`src/rtl/lcd_bus_decoder.sv`:
```
// lcd_bus_decoder: HD44780 write-bus snooper with a DDRAM image mirror (optional stats via LCD_BUS_DECODER_STATS_EN)
module lcd_bus_decoder #(
  parameter int LINE_LEN = 16,
  parameter logic [7:0] BLANK_CHAR = 8'h20
) (
  input  logic       CLK,
  input  logic       RESET,
  input  logic       LCD_RS,
  input  logic       LCD_RW,
  input  logic       LCD_EN,
  input  logic [7:0] LCD_DATA,
  input  logic [4:0] rd_addr,
  output logic [7:0] rd_data,
  output logic [6:0] cur_addr,
  output logic       disp_on,
  output logic       func_8bit,
  output logic       busy,
  output logic       data_wr,
  output logic       frame_done,
  output logic       addr_err,
  output logic       overrun
`ifdef LCD_BUS_DECODER_STATS_EN
  ,
  output logic [15:0] wr_count,
  output logic [15:0] err_count
`endif
);
  localparam int N = 2 * LINE_LEN;
  localparam int AW = (N > 1) ? $clog2(N) : 1;
  localparam logic [6:0] L7 = 7'(LINE_LEN);
  typedef enum logic {IDLE, CLEAR} state_t;
  state_t state;
  logic [7:0] img [N];
  logic [10:0] s1, s2;
  logic en_d, id, cgram;
  logic [AW-1:0] clr_idx, wi, ra;
  logic rs, rw, fall, in1, in2;
  logic [7:0] dat;
  assign {rs, rw} = s2[10:9];
  assign dat = s2[7:0];
  assign fall = en_d & ~s2[8];
  assign in1 = cur_addr < L7;
  assign in2 = cur_addr >= 7'h40 && cur_addr < 7'h40 + L7;
  assign wi = in1 ? AW'(cur_addr) : AW'(cur_addr - 7'h40 + L7);
  assign ra = AW'(rd_addr);
  function automatic logic [6:0] step(input logic [6:0] a, input logic inc);
    return inc ? (a == 7'h27 ? 7'h40 : a == 7'h67 ? 7'h00 : a + 7'd1)
               : (a == 7'h00 ? 7'h67 : a == 7'h40 ? 7'h27 : a - 7'd1);
  endfunction
  // two-flop bus synchronizer plus a delayed EN for falling-edge detection
  always_ff @(posedge CLK) begin
    if (RESET) begin
      s1 <= '0;
      s2 <= '0;
      en_d <= 1'b0;
    end else begin
      s1 <= {LCD_RS, LCD_RW, LCD_EN, LCD_DATA};
      s2 <= s1;
      en_d <= s2[8];
    end
  end
  // decoder FSM: instruction/data decode in IDLE, one blanked cell per cycle in CLEAR
  always_ff @(posedge CLK) begin
    if (RESET) begin
      for (int i = 0; i < N; i++) img[i] <= BLANK_CHAR;
      state <= IDLE;
      cur_addr <= '0;
      id <= 1'b1;
      cgram <= 1'b0;
      disp_on <= 1'b0;
      func_8bit <= 1'b0;
      busy <= 1'b0;
      clr_idx <= '0;
      data_wr <= 1'b0;
      frame_done <= 1'b0;
      addr_err <= 1'b0;
      overrun <= 1'b0;
    end else begin
      data_wr <= 1'b0;
      frame_done <= 1'b0;
      addr_err <= 1'b0;
      overrun <= 1'b0;
      if (state == CLEAR) begin
        img[clr_idx] <= BLANK_CHAR;
        clr_idx <= clr_idx + 1'b1;
        if (clr_idx == AW'(N - 1)) begin
          state <= IDLE;
          busy <= 1'b0;
        end
        if (fall && !rw) overrun <= 1'b1;
      end else if (fall && !rw) begin
        if (rs) begin
          if (!cgram) begin
            data_wr <= 1'b1;
            if (in1 || in2) img[wi] <= dat;
            else addr_err <= 1'b1;
            if (cur_addr == 7'h40 + L7 - 7'd1) frame_done <= 1'b1;
            cur_addr <= step(cur_addr, id);
          end
        end else if (dat[7]) begin
          cur_addr <= dat[6:0];
          cgram <= 1'b0;
        end else if (dat[6]) cgram <= 1'b1;
        else if (dat[5]) func_8bit <= dat[4];
        else if (dat[4]) begin
          if (!dat[3]) cur_addr <= step(cur_addr, dat[2]);
        end else if (dat[3]) disp_on <= dat[2];
        else if (dat[2]) id <= dat[1];
        else if (dat[1]) cur_addr <= '0;
        else if (dat[0]) begin
          cur_addr <= '0;
          id <= 1'b1;
          state <= CLEAR;
          busy <= 1'b1;
          clr_idx <= '0;
        end
      end
    end
  end
  // registered image read port; indices past the image read as blank
  always_ff @(posedge CLK) begin
    if (RESET) rd_data <= BLANK_CHAR;
    else rd_data <= ({27'd0, rd_addr} < 32'(N)) ? img[ra] : BLANK_CHAR;
  end
`ifdef LCD_BUS_DECODER_STATS_EN
  // saturating write and error counters
  always_ff @(posedge CLK) begin
    if (RESET) begin
      wr_count <= '0;
      err_count <= '0;
    end else begin
      if (data_wr && wr_count != 16'hFFFF) wr_count <= wr_count + 16'd1;
      if ((addr_err || overrun) && err_count != 16'hFFFF) err_count <= err_count + 16'd1;
    end
  end
`endif
endmodule

```
`config.mk`:
```
export PLATFORM = sky130hd
export DESIGN_NAME = lcd_bus_decoder
export DESIGN_NICKNAME = d
export VERILOG_FILES = /design/src/rtl/lcd_bus_decoder.sv
export SDC_FILE = /design/constraint.sdc
export NUM_CORES = 1
export LEC_CHECK = 0
export ABC_AREA = 1
export CORE_UTILIZATION = 40
export CTS_CLUSTER_SIZE = 40
export DETAILED_ROUTE_END_ITERATION = 8
export MAX_ROUTING_LAYER = met4
export PLACE_DENSITY = 0.67
export SYNTH_ARGS = -nofsm -noshare
export SYNTH_HDL_FRONTEND = slang
export SYNTH_SLANG_ARGS = --single-unit
```
`constraint.sdc`:
```
create_clock -name CLK -period 6.6 [get_ports CLK]
set_input_delay 1.32 -clock CLK [delete_from_list [all_inputs] [get_ports CLK]]
set_output_delay 1.32 -clock CLK [all_outputs]
set_load 0.01 [all_outputs]
```
# Yosys cells after proc, flatten, opt, wreduce, memory -nomap -nowiden
# Memories as Yosys holds them, arrays and structs flattened. A register that Yosys moved wholly into a read port is not among the register bits.
# Cells that the tools add are included.
dict set report word_totals {
  reg_bits 45
  ramBits 256
  input_bits 18
  wordCells 154
  memories 1
}
# name words width rd rd_ports_with_merged_regs write_ports line_no
set mem_list {}
lappend mem_list {img 32 8 1 1 32 33} ;# logic [7:0] img [N];
dict set report op_classes {
  add_sub_neg 5
  magnitude_cmp 3
  eq_ne 20
  n_mux 78
  bitwise_logic 10
  reduce_logical 22
}
# cell count
set op_table {}
lappend op_table {{2-to-1 mux 7 bit} 17}
lappend op_table {{2-to-1 mux 5 bit} 14}
lappend op_table {{2-to-1 mux 1 bit} 45}
lappend op_table {{== test 7 bit (second input constant)} 3}
lappend op_table {{AND reduction 10 bit} 2}
lappend op_table {{inequality test 2 bit (second input constant)} 9}
lappend op_table {{2-to-1 mux 8 bit} 2}
lappend op_table {{AND reduction 8 bit} 2}
lappend op_table {{OR reduction 8 bit} 2}
lappend op_table {{AND reduction 11 bit} 1}
lappend op_table {{inequality test 3 x 1 -> 1 bit (second input constant)} 3}
lappend op_table {{NOT 1 bit} 9}
lappend op_table {{nonzero test 2 bit} 4}
lappend op_table {{adder 7 x 1 -> 7 bit (second input constant)} 1}
lappend op_table {{== test 7 x 6 -> 1 bit (second input constant)} 1}
lappend op_table {{>= comparator 7 bit (second input constant)} 1}
lappend op_table {{zero test 7 bit} 1}
lappend op_table {{less-than comparator 7 x 5 -> 1 bit (second input constant)} 1}
lappend op_table {{less-than comparator 7 bit (second input constant)} 1}
lappend op_table {{subtractor 7 x 1 -> 7 bit (second input constant)} 1}
lappend op_table {{AND reduction 6 bit} 1}
lappend op_table {{adder 5 x 1 -> 5 bit (second input constant)} 1}
lappend op_table {{adder 5 bit (second input constant)} 1}
lappend op_table {{== test 5 bit (second input constant)} 1}
lappend op_table {{12 further kinds} 14}

# Logic depth before layout (Yosys ltp)
dict set report logic_depth {
  word_depth 12
  depth_mapped 11
}

# Worst setup path after synthesis
# No wires, ideal clock.
dict set report synth_path {
  path_type {input to register}
  startpoint {in RESET}
  endpoint {mem img[12][0] (enable)}
  arrival_time_ps 2826
  t_required_ps 6216
  slack_ps 3390
  path_stages 8
  path_buffers 1
  path_cell_list {inv_2 -> nand2_1 -> nor2_4 -> buf_6 -> nand4_1 -> nand2_4 -> nand3_4 -> o21ai_0}
}
# item line_no
set synth_lines {}
lappend synth_lines {{start: declaration} 7} ;# input logic RESET,
lappend synth_lines {{end: declaration} 33}

==> results <==
- The flow ran to the end, and the final reports show no timing, DRC or antenna violations.
- The final cell count without fillers is ~2100.
- TritonCTS built the clock tree.
- The boundary pin count is 40.
- Across all hold checks on the routed design, the worst slack comes to 0.400 ns.
- The first routing iteration left between 1000 and 1500 violations.
- Adding up every negative setup slack in the final design gives 0 ns.
- Dividing the final minimum period by the clock period gives 0.694.
- The area of all sequential standard cells is 8750 µm².
- The min-delay analysis places its worst path in the category reg -> reg.
- In this run, CTS created clock tree buffers numbering 31.
- The worst setup path is captured at a flop.
- The remaining number of nets flagged by the antenna check after routing is 0.
- The pre-antenna-repair detailed-routing pass consisted of 8 iterations.
- The maximum vdd drop is around 280 µV.
- No sink is reached through more buffers than the 3 on the longest clock path.
- From left edge to right edge, the die measures 199 µm.
- The critical path is of the in -> reg type.
- The number of cells on the worst reg-to-reg path is 9.
- At the pin with the least slew margin, the transition time is 1.24 ns.
- The number of fill cells in the layout is between 3000 and 4000.
- Entering global routing, the biggest net connects 74 pins.
- Yosys printed 0 warnings.
- The synthesized design spends more area on one cell type than any other, namely edfxtp_1.
- In this run the number of cells on the critical path is 11.
- In this run, post-CTS repair resized a total of 0 instances.
- The cell with the biggest individual delay on the critical path is o21ai_0.
- Post-CTS timing repair inserted 0 buffers for setup.
- When the netlist entered floorplanning its net count stood at 1642.
- The critical path goes through clkdlybuf4s50_1 > buf_4 > inv_2 > nand2_1 > nor2_4 > nand3_2 > nand2_1 > nand2_2 > inv_4 > nand3_4 > o21ai_0.
- After detailed routing, the number of remaining DRC violations is 0.
- The fraction of layout instances using a drive strength above 1 is 0.154.
- In the synthesized netlist the dominant register cell turns out to be edfxtp_1.
- The multi-input combinational cells in the finished layout cover a total of approximately 6000 µm².
- For the worst-skew pair, the clock arrives at the later sink with an insertion delay of 0.58 ns.
- The cell area after synthesis is 15600 µm².
- Routability-driven placement finished with a final weighted congestion of 0.896.
- The final-report max-slew violation count was 0.
- The placed instances occupy a cell area of 16100 µm².
- The most frequent cell after synthesis is nand2_1.
- Once layout is complete, the utilization of the core stands at 0.448.
- The maximum level of the CTS H-tree is 1.
- After synthesis, the most frequently instantiated cells are nand2_1, edfxtp_1, nor2_1.
- The number of standard-cell rows in the floorplan is 71.
- The die covers 39700 µm².
- Along the worst path, the maximum fanout reaches 36.
- CTS placed an instance of clkbuf_16 at the clock tree root.
- Setup repair after global routing left no endpoint under its margin.
- The worst path needs 4.58 ns of the cycle, external delays included.
- The hold path depth is 2.
- The data arrival time of the critical path is 4.78 ns.
- The largest single stage delay on the critical path is 1.03 ns.
- The routed layout has around 11000 vias.
- The total non-filler cell area in the finished layout is 17000 µm².
- The least setup slack across all paths after layout is about 2.0 ns.
- Of the synthesized area, sequential elements account for 0.562.
- In this run the static leakage power is ~6.1 nW.
- The category of the worst setup path launch point is a primary input.
- The post-detailed-routing wire length is between 30000 and 40000 µm.
- The initial utilization of the core area, before any placement, comes to 0.409.
- In the synthesized netlist the async set-or-reset flop fraction comes to 0.
- The number of hold buffers added after CTS was 0.
- Port buffering added 39 buffers.
- The cell seen most often among critical-path stages is nand2_1.
- After floorplanning, the core was sized to cover between 30000 and 40000 µm².
- The number of clock sinks is 309.
- The via count of the first global-routing pass is 10700.
- The worst slew margin relative to its limit is 0.172.
- Across every metal layer, demand over resource in global routing totals 0.195.
- The initial antenna violation count is 0.
- The area growth from synthesis to layout is 9.48%.
- The antenna diode count is 0.
- The post-detailed-route wirelength per cell is 17.3 µm.
- The number of cells in the design after placement is 2065.
- Synthesis instantiated 38 different standard cells from the library.
- The highest attainable clock frequency is approximately 220 MHz.
- Setup violations remaining at the end of the flow were counted as 0.
- In this run, synthesis produced a sequential element count of between 300 and 400.
- Clock-pin slew was measured on the worst setup and hold paths at ~0.06 ns.
- By area the synthesized netlist is led by edfxtp_1, nand2_1, dfxtp_1, nand3_1, nor3_2.
- The net count reported at finish is 1609.
- From bottom edge to top edge, the die measures 199 µm.
- Across the run, the number of max-cap violations was 0.
- The wire length of the first global-routing pass is about 58000 µm.
- The pre-CTS setup slack is 1.46 ns.
- The global-route congestion overflow total is 0.
- The power per cell area is ~240 nW/µm².
- Data on the critical path is required at its endpoint by 6.80 ns.
- Of the post-synthesis cell area, the dominant cell type holds 0.494.
- The number of failing hold endpoints at the final stage came to 0.
- The count of flip-flops with a built-in enable after synthesis is 256.
- The family with the most delay on the worst path is simple AND/OR/NAND/NOR gates.
- The average size of a mapped cell is between 9 and 10 µm².
- The overall power consumption is 4.15 mW.
- The via density per instance is 5.27.
- Counting both buffers and inverters, the worst setup path holds a total of 4.
- The clock arrives with 0.0319 ns of skew.
- The cell count after synthesis came out at between 1500 and 2000.
- The sum of net half-perimeters after detailed placement is 22500 µm.
==> area by class of cell <==
cell class | instances | area share
sequential | 309 | 0.513
multi-input combinational | 1130 | 0.349
clock buffer | 47 | 0.0523
tap | 511 | 0.0375
timing repair buffer | 51 | 0.0278
inverter | 64 | 0.0145
clock inverter | 11 | 0.00595
==> registers in the layout, indices dropped and copies added (netlist names) <==
register    flops
img           256
s1             11
s2             11
rd_data         8
cur_addr        7
clr_idx         5
addr_err        1
busy            1
cgram           1
data_wr         1
disp_on         1
en_d            1
frame_done      1
func_8bit       1
id              1
overrun         1
state           1
==> layout by cell type, fill, tap and decap left out, types with 2 or more instances in the layout <==
master           count
a211oi_1             2
a21oi_1             25
buf_4               13
clkbuf_1             9
clkbuf_16           31
clkbuf_8             5
clkdlybuf4s50_1     37
clkinv_2             7
clkinvlp_4           2
dfxtp_1             53
edfxtp_1           256
ha_1                 4
inv_1               56
inv_2                4
inv_4                3
nand2_1            387
nand2_2             18
nand2_4             26
nand3_1            206
nand3_4              8
nand4_1             13
nand4_2              3
nor2_1             226
nor2_2              11
nor2_4               2
nor2_8               8
nor3_1              15
nor3_2              98
o211ai_1             8
o21ai_0             60
or2_2                2
==> report_power, final <==
part | total [mW] | internal, mW | switching, mW
combinational | 0.261 | 0.0774 | 0.184
sequential | 2.18 | 2.16 | 0.0213
clock | 1.71 | 0.973 | 0.735
==> path summary, 6_finish.rpt <==
path | startpoint | endpoint | slack (ns)
worst max-delay path | RESET | img[2][6] | 2.02
worst min-delay path | s1[8] | s2[8] | 0.40
worst max register to register | s2[8] | img[2][6] | 2.49
worst min register to register | s1[8] | s2[8] | 0.40
==> worst reg2reg max path: stages, from the launching register on <==
cell and delay [ns]:
dfxtp_1 0.30, inv_2 0.06, nand2_1 0.04, nor2_1 0.76, nand3_2 0.58, nand2_1 0.23, nand2_2 0.14, inv_4 0.15
nand3_4 0.42, o21ai_0 1.06
==> kinds of logic (layout without fill, tap and decap cells) <==
family                   count (synthesis)  count (layout)  synth area share
AO/OA/AOI/OAI                           98              98            0.0335
flip-flops                             309             309             0.562
adder cells (fa/ha/maj)                  4               4           0.00322
AND/OR/NAND/NOR                       1026            1026             0.343
XOR/XNOR                                 2               2           0.00113
buffers and inverters                  181             173            0.0575
==> metal layers <==
| metal | track usage | vias up | wire length [µm] |
|---|---|---|---|
| met5 | - | - | 0 |
| met4 | 0.0655 | 0 | 1180 |
| met3 | 0.0233 | 88 | 2500 |
| met2 | 0.309 | 424 | 17000 |
| met1 | 0.258 | 5254 | 16100 |
| li1 | - | 5415 | - |
(Power assumes the default switching activity.)
